`src/rtl/fft_frame_packer_if.sv`:
```
// Stream-in / FIFO-write bundle of fft_frame_packer. The packer takes the slave view;
// signal suffixes describe directions as seen from the packer.
interface fft_frame_packer_if #(
    parameter int DATA_WIDTH = 25
) ();
    logic                         sync_i;
    logic                         valid_i;
    logic                         ready_o;
    logic [3:0]                   chan_i;
    logic signed [DATA_WIDTH-1:0] re_i;
    logic signed [DATA_WIDTH-1:0] im_i;
    logic                         fifo_full_i;
    logic                         wr_en_o;
    logic [63:0]                  wr_data_o;

    modport slave (
        input  sync_i, valid_i, chan_i, re_i, im_i, fifo_full_i,
        output ready_o, wr_en_o, wr_data_o
    );

    modport master (
        output sync_i, valid_i, chan_i, re_i, im_i, fifo_full_i,
        input  ready_o, wr_en_o, wr_data_o
    );
endinterface

```
`src/rtl/fft_frame_packer.sv`:
```
// Packs complex FFT bins into tagged 64-bit re/im words for the ft245 write FIFO; frames are all-or-nothing.
// Optional FFT_FRAME_PACKER_PARITY_EN puts XOR of word bits [59:0] into bit 60.
module fft_frame_packer #(
    parameter int N_BINS     = 1024,
    parameter int DATA_WIDTH = 25,
    parameter int NUM_CHAN   = 1,
    parameter int OUT_WIDTH  = 64
) (
    input  logic                 clk_i,
    input  logic                 rst_n,
    fft_frame_packer_if.slave    bus,
    output logic                 frame_done_o,
    output logic [15:0]          drop_cnt_o
);

    localparam int BIN_W = $clog2(N_BINS);
    localparam int CH_W  = (NUM_CHAN > 1) ? $clog2(NUM_CHAN) : 1;
    localparam logic [BIN_W-1:0] LAST_BIN = BIN_W'(N_BINS - 1);

    if (OUT_WIDTH != 64) begin : g_bad_out_width
        $error("fft_frame_packer: OUT_WIDTH must be 64");
    end
    if (DATA_WIDTH < 2 || DATA_WIDTH > 32) begin : g_bad_data_width
        $error("fft_frame_packer: DATA_WIDTH must be 2..32");
    end
    if (NUM_CHAN < 1 || NUM_CHAN > 16) begin : g_bad_num_chan
        $error("fft_frame_packer: NUM_CHAN must be 1..16");
    end
    if (N_BINS < 4 || N_BINS > 32768 || (N_BINS & (N_BINS - 1)) != 0) begin : g_bad_n_bins
        $error("fft_frame_packer: N_BINS must be a power of 2 in 4..32768");
    end

    typedef enum logic [2:0] {S_IDLE, S_RE, S_IM, S_IM_WAIT, S_DROP} state_t;

    state_t                       state_q;
    logic [BIN_W-1:0]             bin_q;
    logic [3:0]                   chan_q;
    logic [7:0]                   fseq_q;
    logic signed [DATA_WIDTH-1:0] im_lat_q;
    logic [7:0]                   seq_q [2**CH_W];
    logic                         wr_en_q;
    logic [63:0]                  wr_data_q;
    logic                         frame_done_q;
    logic [15:0]                  drop_cnt_q;

    logic             accept, in_frame, last_bin, frame_end;
    logic             start, next_bin, truncate;
    logic [CH_W-1:0]  ch_idx, cur_idx;
    logic [7:0]       start_seq;
    logic [1:0]       drop_inc;
    logic [16:0]      drop_sum;

    function automatic logic [63:0] make_word(input logic [3:0] ch, input logic [7:0] sq,
                                              input logic imf, input logic [BIN_W-1:0] b,
                                              input logic signed [DATA_WIDTH-1:0] s);
        logic [63:0] w;
        w = {3'b100, 1'b0, ch, sq, imf, 15'(b), 32'(s)};
`ifdef FFT_FRAME_PACKER_PARITY_EN
        w[60] = ^w[59:0];
`endif
        return w;
    endfunction

    // A frame ending this cycle bumps its channel's sequence before a same-channel restart reads it.
    always_comb begin
        ch_idx    = bus.chan_i[CH_W-1:0];
        cur_idx   = chan_q[CH_W-1:0];
        accept    = bus.valid_i && (state_q != S_RE);
        in_frame  = (state_q == S_IM) || (state_q == S_IM_WAIT);
        last_bin  = (bin_q == LAST_BIN);
        frame_end = (state_q == S_IM) && last_bin;
        start     = accept && bus.sync_i;
        truncate  = accept && in_frame && !last_bin && (bus.sync_i || (bus.chan_i != chan_q));
        next_bin  = accept && in_frame && !last_bin && !bus.sync_i && (bus.chan_i == chan_q);
        start_seq = seq_q[ch_idx] + ((frame_end && (ch_idx == cur_idx)) ? 8'd1 : 8'd0);
        drop_inc  = 2'(truncate) + 2'((start || next_bin || (state_q == S_RE)) && bus.fifo_full_i);
        drop_sum  = 17'(drop_cnt_q) + 17'(drop_inc);
    end

    always_ff @(posedge clk_i) begin
        if (!rst_n) begin
            state_q      <= S_IDLE;
            bin_q        <= '0;
            chan_q       <= '0;
            fseq_q       <= '0;
            im_lat_q     <= '0;
            wr_en_q      <= 1'b0;
            wr_data_q    <= '0;
            frame_done_q <= 1'b0;
            drop_cnt_q   <= '0;
            for (int i = 0; i < 2**CH_W; i++) begin
                seq_q[i] <= '0;
            end
        end else begin
            wr_en_q      <= 1'b0;
            frame_done_q <= 1'b0;
            drop_cnt_q   <= drop_sum[16] ? 16'hFFFF : drop_sum[15:0];

            if (frame_end) begin
                seq_q[cur_idx] <= seq_q[cur_idx] + 8'd1;
                frame_done_q   <= 1'b1;
            end

            // Each word is committed one cycle ahead, so fifo_full_i is judged when loading it.
            if (state_q == S_RE) begin
                if (bus.fifo_full_i) begin
                    state_q <= S_DROP;
                end else begin
                    wr_en_q   <= 1'b1;
                    wr_data_q <= make_word(chan_q, fseq_q, 1'b1, bin_q, im_lat_q);
                    state_q   <= S_IM;
                end
            end else if (start) begin
                chan_q   <= bus.chan_i;
                bin_q    <= '0;
                fseq_q   <= start_seq;
                im_lat_q <= bus.im_i;
                if (bus.fifo_full_i) begin
                    state_q <= S_DROP;
                end else begin
                    wr_en_q   <= 1'b1;
                    wr_data_q <= make_word(bus.chan_i, start_seq, 1'b0, '0, bus.re_i);
                    state_q   <= S_RE;
                end
            end else if (next_bin) begin
                bin_q    <= bin_q + 1'b1;
                im_lat_q <= bus.im_i;
                if (bus.fifo_full_i) begin
                    state_q <= S_DROP;
                end else begin
                    wr_en_q   <= 1'b1;
                    wr_data_q <= make_word(chan_q, fseq_q, 1'b0, bin_q + 1'b1, bus.re_i);
                    state_q   <= S_RE;
                end
            end else if (truncate) begin
                state_q <= S_DROP;
            end else if (state_q == S_IM) begin
                state_q <= last_bin ? S_IDLE : S_IM_WAIT;
            end
        end
    end

    assign bus.ready_o   = (state_q != S_RE);
    assign bus.wr_en_o   = wr_en_q;
    assign bus.wr_data_o = wr_data_q;
    assign frame_done_o  = frame_done_q;
    assign drop_cnt_o    = drop_cnt_q;

endmodule

```
`src/flat_wrapper.sv`:
```
// flat-port wrapper written by rule: the top's interface ports become plain ports
module fft_frame_packer_flat 
#(
    parameter int N_BINS     = 1024,
    parameter int DATA_WIDTH = 25,
    parameter int NUM_CHAN   = 1,
    parameter int OUT_WIDTH  = 64
)
  (clk_i, rst_n, frame_done_o, drop_cnt_o, bus_sync_i, bus_valid_i, bus_chan_i, bus_re_i, bus_im_i, bus_fifo_full_i, bus_ready_o, bus_wr_en_o, bus_wr_data_o);
  fft_frame_packer_if #(.DATA_WIDTH(DATA_WIDTH)) bus_i ();
  input  logic clk_i;
  input  logic rst_n;
  output logic frame_done_o;
  output logic [15:0] drop_cnt_o;
  input wire logic [$bits(bus_i.sync_i)-1:0] bus_sync_i;
  input wire logic [$bits(bus_i.valid_i)-1:0] bus_valid_i;
  input wire logic [$bits(bus_i.chan_i)-1:0] bus_chan_i;
  input wire logic [$bits(bus_i.re_i)-1:0] bus_re_i;
  input wire logic [$bits(bus_i.im_i)-1:0] bus_im_i;
  input wire logic [$bits(bus_i.fifo_full_i)-1:0] bus_fifo_full_i;
  output wire logic [$bits(bus_i.ready_o)-1:0] bus_ready_o;
  output wire logic [$bits(bus_i.wr_en_o)-1:0] bus_wr_en_o;
  output wire logic [$bits(bus_i.wr_data_o)-1:0] bus_wr_data_o;
  assign bus_i.sync_i = bus_sync_i;
  assign bus_i.valid_i = bus_valid_i;
  assign bus_i.chan_i = bus_chan_i;
  assign bus_i.re_i = bus_re_i;
  assign bus_i.im_i = bus_im_i;
  assign bus_i.fifo_full_i = bus_fifo_full_i;
  assign bus_ready_o = bus_i.ready_o;
  assign bus_wr_en_o = bus_i.wr_en_o;
  assign bus_wr_data_o = bus_i.wr_data_o;
  fft_frame_packer #(.N_BINS(N_BINS), .DATA_WIDTH(DATA_WIDTH), .NUM_CHAN(NUM_CHAN), .OUT_WIDTH(OUT_WIDTH)) u_core (.clk_i(clk_i), .rst_n(rst_n), .bus(bus_i), .frame_done_o(frame_done_o), .drop_cnt_o(drop_cnt_o));
endmodule
```
`config.mk`:
```
export PLATFORM = sky130hd
export DESIGN_NAME = fft_frame_packer_flat
export DESIGN_NICKNAME = d
export VERILOG_FILES = /design/src/rtl/fft_frame_packer_if.sv /design/src/rtl/fft_frame_packer.sv /design/src/flat_wrapper.sv
export SDC_FILE = /design/constraint.sdc
export NUM_CORES = 1
export LEC_CHECK = 0
export ABC_AREA = 1
export BUFFER_PORTS_ARGS = -buffer_cell sky130_fd_sc_hd__buf_2
export CORE_ASPECT_RATIO = 1.5
export CORE_MARGIN = 5
export CORE_UTILIZATION = 55
export DETAILED_ROUTE_END_ITERATION = 6
export MAX_ROUTING_LAYER = met4
export PLACE_DENSITY = 0.81
export SETUP_SLACK_MARGIN = 0.02
export SLEW_MARGIN = 40
export SYNTH_ARGS = -nofsm -noshare
export SYNTH_HDL_FRONTEND = slang
export SYNTH_SLANG_ARGS = --single-unit
```
`constraint.sdc`:
```
create_clock -name clk_i -period 3.1 [get_ports clk_i]
set_clock_uncertainty 0.1 [all_clocks]
set_input_delay 0.775 -clock clk_i [delete_from_list [all_inputs] [get_ports clk_i]]
set_output_delay 0.775 -clock clk_i [all_outputs]
set_load 0.01 [all_outputs]
```
==> impl_metrics.tcl <==
set metrics [dict create \
    antenna_found_initial 0 \
    dr.pass1.iters 6 \
    cpMostUsedCell "nand2_2" \
    internal_power_mw 3.29 \
    slowest_stage "dfxtp_1" \
    start_kind "flip-flop" \
    fin_util_pct 66.5 \
    drt-wirelength-per-cell_um 13.4 \
    cts_root_buffer "clkbuf_16" \
    yosysWarnings 0 \
    portBuffers 133 \
    ir_worst_vdd_mv 0.415 \
    hold_viol_final 0 \
    crit_family "simple AND/OR/NAND/NOR gates" \
    initial_core_util_pct 55.8 \
    whs_ns 0.349 \
    path_cells "ha_1 > nand2_2 > nor2_4 > nand3_2 > nand2_2 > inv_2 > nand2_4 > a21oi_1 > fa_1 > ha_1 > nand3_1 > nor3_2 > nand2_1 > nor2_1 > nand2_2 > inv_2 > o21ai_0 > inv_1" \
    slew_violations 0 \
    core_area_um2 11900 \
    ys_seq_area_share_pct 42.9 \
    place_ws_ns -0.0246 \
    cts_tree "built" \
    crit_path_max_fanout 10 \
    rrSetupSlack_ns 0.23 \
    viasPerCell 5.04 \
    pin_count 142 \
    clk_pin_slew_ns 0.06 \
    async_reset_ff_share_pct 0 \
    path_buf_inv 3 \
    tightest_slew_ns 0.727 \
    slowest_delay_ns 0.41 \
    synth_ff_type "dfxtp_1" \
    required_ns 3.30 \
    seq_power_share_pct 42.7 \
    dieArea_um2 14400 \
    drive_gt1_share_pct 20.2 \
    grt_pass1_vias 5805 \
    synth.distinct_cells 40 \
    cts_buffer_depth 2 \
    dpl.hpwl_um 11800 \
    first_iter_violations 292 \
    max_slew_margin_pct 51.6 \
    synth_top_area_share_pct 35.6 \
    p_sw_share_pct 26.1 \
    clock-sinks 134 \
    dr_total_vias 6301 \
    synth_common_cells "nand2_1 (272), nor2_1 (141), dfxtp_1 (118)" \
    worst-setup-path-type "reg2reg" \
    grt_overflow_total 0 \
    fmax_mhz 349 \
    synth_edf_count 16 \
    syn_inst 962 \
    synth_most_common_cell "nand2_1" \
    run_status "finished clean" \
    grt_pass1_wl_um 26900 \
    numCtsBuffers 17 \
    total_power_mw 4.46 \
    hold_buffers 0 \
    setup_viol_count_final 0 \
    clock_latency_ns 0.41 \
    dp.cells 1217 \
    syn_area_um2 6630 \
    switchingPower_mw 1.16 \
    maxCapViolCount 0 \
    instances_no_fill 1249 \
    combPwrFrac_pct 12.4 \
    drtAntennaViolNets 0 \
    rsz0062_at_grt "false" \
    fp.dieW_um 99.7 \
    pwr-share-clk_pct 44.9 \
    fin_ws_ns 0.231 \
    min_path_type "reg2reg" \
    finalCritPeriodShare_pct 92.5 \
    area_delta_synth_final_pct 19.2 \
    final_nets 1148 \
    grt_max_degree 64 \
    drt-total-wl_um 16800 \
    drc 0 \
    crit_path_end_kind "flip-flop" \
    power.density_nw_per_um2 564 \
    p_leak_nw 3.93 \
    min_period_ns 2.87 \
    gr-usage-all-layers_pct 23.9 \
    synth.area.top_cells "dfxtp_1 (36%), nand2_1 (15%), nor2_1 (8.0%)" \
    htreeDepth 4 \
    gp_congestion 0.898 \
    worstPathArrival_ns 3.07 \
    synth_largest_area_cell "dfxtp_1" \
    die_h_um 145 \
    n_antenna_cell 0 \
    synth.avg_cell_area_um2 6.90 \
    rows 49 \
    ys_ff_latch 134 \
]
-- power groups by stage --
| stage | clock network (mW) | registers [mW] | logic [mW] |
|---|---|---|---|
| 5_1_grt | 2.11 | 1.91 | 0.624 |
| 6_report | 2.00 | 1.90 | 0.552 |
| 4_1_cts | 2.03 | 1.90 | 0.556 |
| 3_5_place_dp | 0 | 1.94 | 0.551 |
| 2_1_floorplan | 0 | 1.95 | 0.384 |
| 3_3_place_gp | 0 | 1.94 | 0.543 |
-- layout make-up --
type / instances / area [um^2]
clock inverter: 11 / 123
inverter: 100 / 377
fill: 1089 / 3990
multi-input combinational: 677 / 3080
sequential: 134 / 2840
timing repair buffer: 153 / 828
tap: 153 / 191
clock buffer: 21 / 470
-- worst register-to-register path: stages, from the launching register on --
cell     delay (ns)
dfxtp_1        0.41
ha_1           0.23
nand2_2        0.09
nor2_4         0.15
nand3_2        0.11
nand2_2        0.11
inv_2          0.06
nand2_4        0.06
a21oi_1        0.07
fa_1           0.39
ha_1           0.21
nand3_1        0.11
nor3_2         0.06
nand2_1        0.09
nor2_1         0.07
nand2_2        0.19
inv_2          0.07
o21ai_0        0.15
inv_1          0.06
-- flip-flops by register name (all words and copies together) (netlist names), named ones only --
signal                flops
u_core.bin_q             10
u_core.seq_q             16
u_core.bus.wr_en_o        1
u_core.drop_cnt_o        16
u_core.bus.wr_data_o     49
u_core.chan_q             4
u_core.state_q            3
u_core.frame_done_o       1
u_core.im_lat_q          25
u_core.fseq_q             8
-- timing repair --
item                                    in CTS  in global routing
endpoints found under the setup margin       0                  4
gates resized for setup                      0                  1
setup buffers                                0                  0
endpoints found under the hold margin        0                  0
-- kinds of logic after synthesis --
family          Yosys count  share of synthesized area, %
compound gates          124                          9.77
other cells               1                        0.0565
flops                   134                          42.9
fa+ha+maj                 6                          1.24
xor+xnor                 14                          1.85
buf+inv                 158                          11.2
simple gates            525                          33.0
-- final timing paths --
kind                            start                  endpoint  cells past startpoint
min reg2reg  u_core.bus.wr_data_o[63]  u_core.bus.wr_data_o[63]                      2
min          u_core.bus.wr_data_o[63]  u_core.bus.wr_data_o[63]                      2
max                   u_core.bin_q[1]     u_core.drop_cnt_o[10]                     18
max reg2reg           u_core.bin_q[1]     u_core.drop_cnt_o[10]                     18
-- layer usage --
metal | global-route usage, % | part of all wire [%]
met1 | 25.7 | 39
met2 | 43.2 | 54
met3 | 4.49 | 5.2
met4 | 9.35 | 2.1
met5 | - | 0
-- through the flow --
stage	setup TNS (ns)	area (um^2)
6_report	0	7910
5_1_grt	0	7910
4_1_cts	0	7910
3_5_place_dp	-0.0392	7310
3_3_place_gp	0	7310
2_1_floorplan	0	6660
-- placed cells by master (no fill, tap or decap), types with 2 or more instances in the layout --
| cell type | instances |
|---|---|
| nand2_1 | 272 |
| nor2_1 | 141 |
| buf_2 | 133 |
| dfxtp_1 | 117 |
| inv_1 | 92 |
| nand3_1 | 69 |
| o21ai_0 | 62 |
| a21oi_1 | 51 |
| buf_4 | 19 |
| clkbuf_16 | 17 |
| edfxtp_1 | 16 |
| nand2_2 | 11 |
| xor2_1 | 10 |
| conb_1 | 8 |
| inv_2 | 7 |
| and3_1 | 7 |
| nor3_1 | 6 |
| ha_1 | 5 |
| nor2_2 | 4 |
| nand4_1 | 4 |
| xnor2_1 | 4 |
| clkinv_2 | 4 |
| a21oi_2 | 4 |
| or2_2 | 3 |
| clkbuf_8 | 3 |
| nand2_4 | 2 |
| o21a_1 | 2 |
| a31oi_1 | 2 |
| bufinv_16 | 2 |
| clkinvlp_4 | 2 |
| clkinv_4 | 2 |
Note: power is estimated with default switching activity, not from simulation.
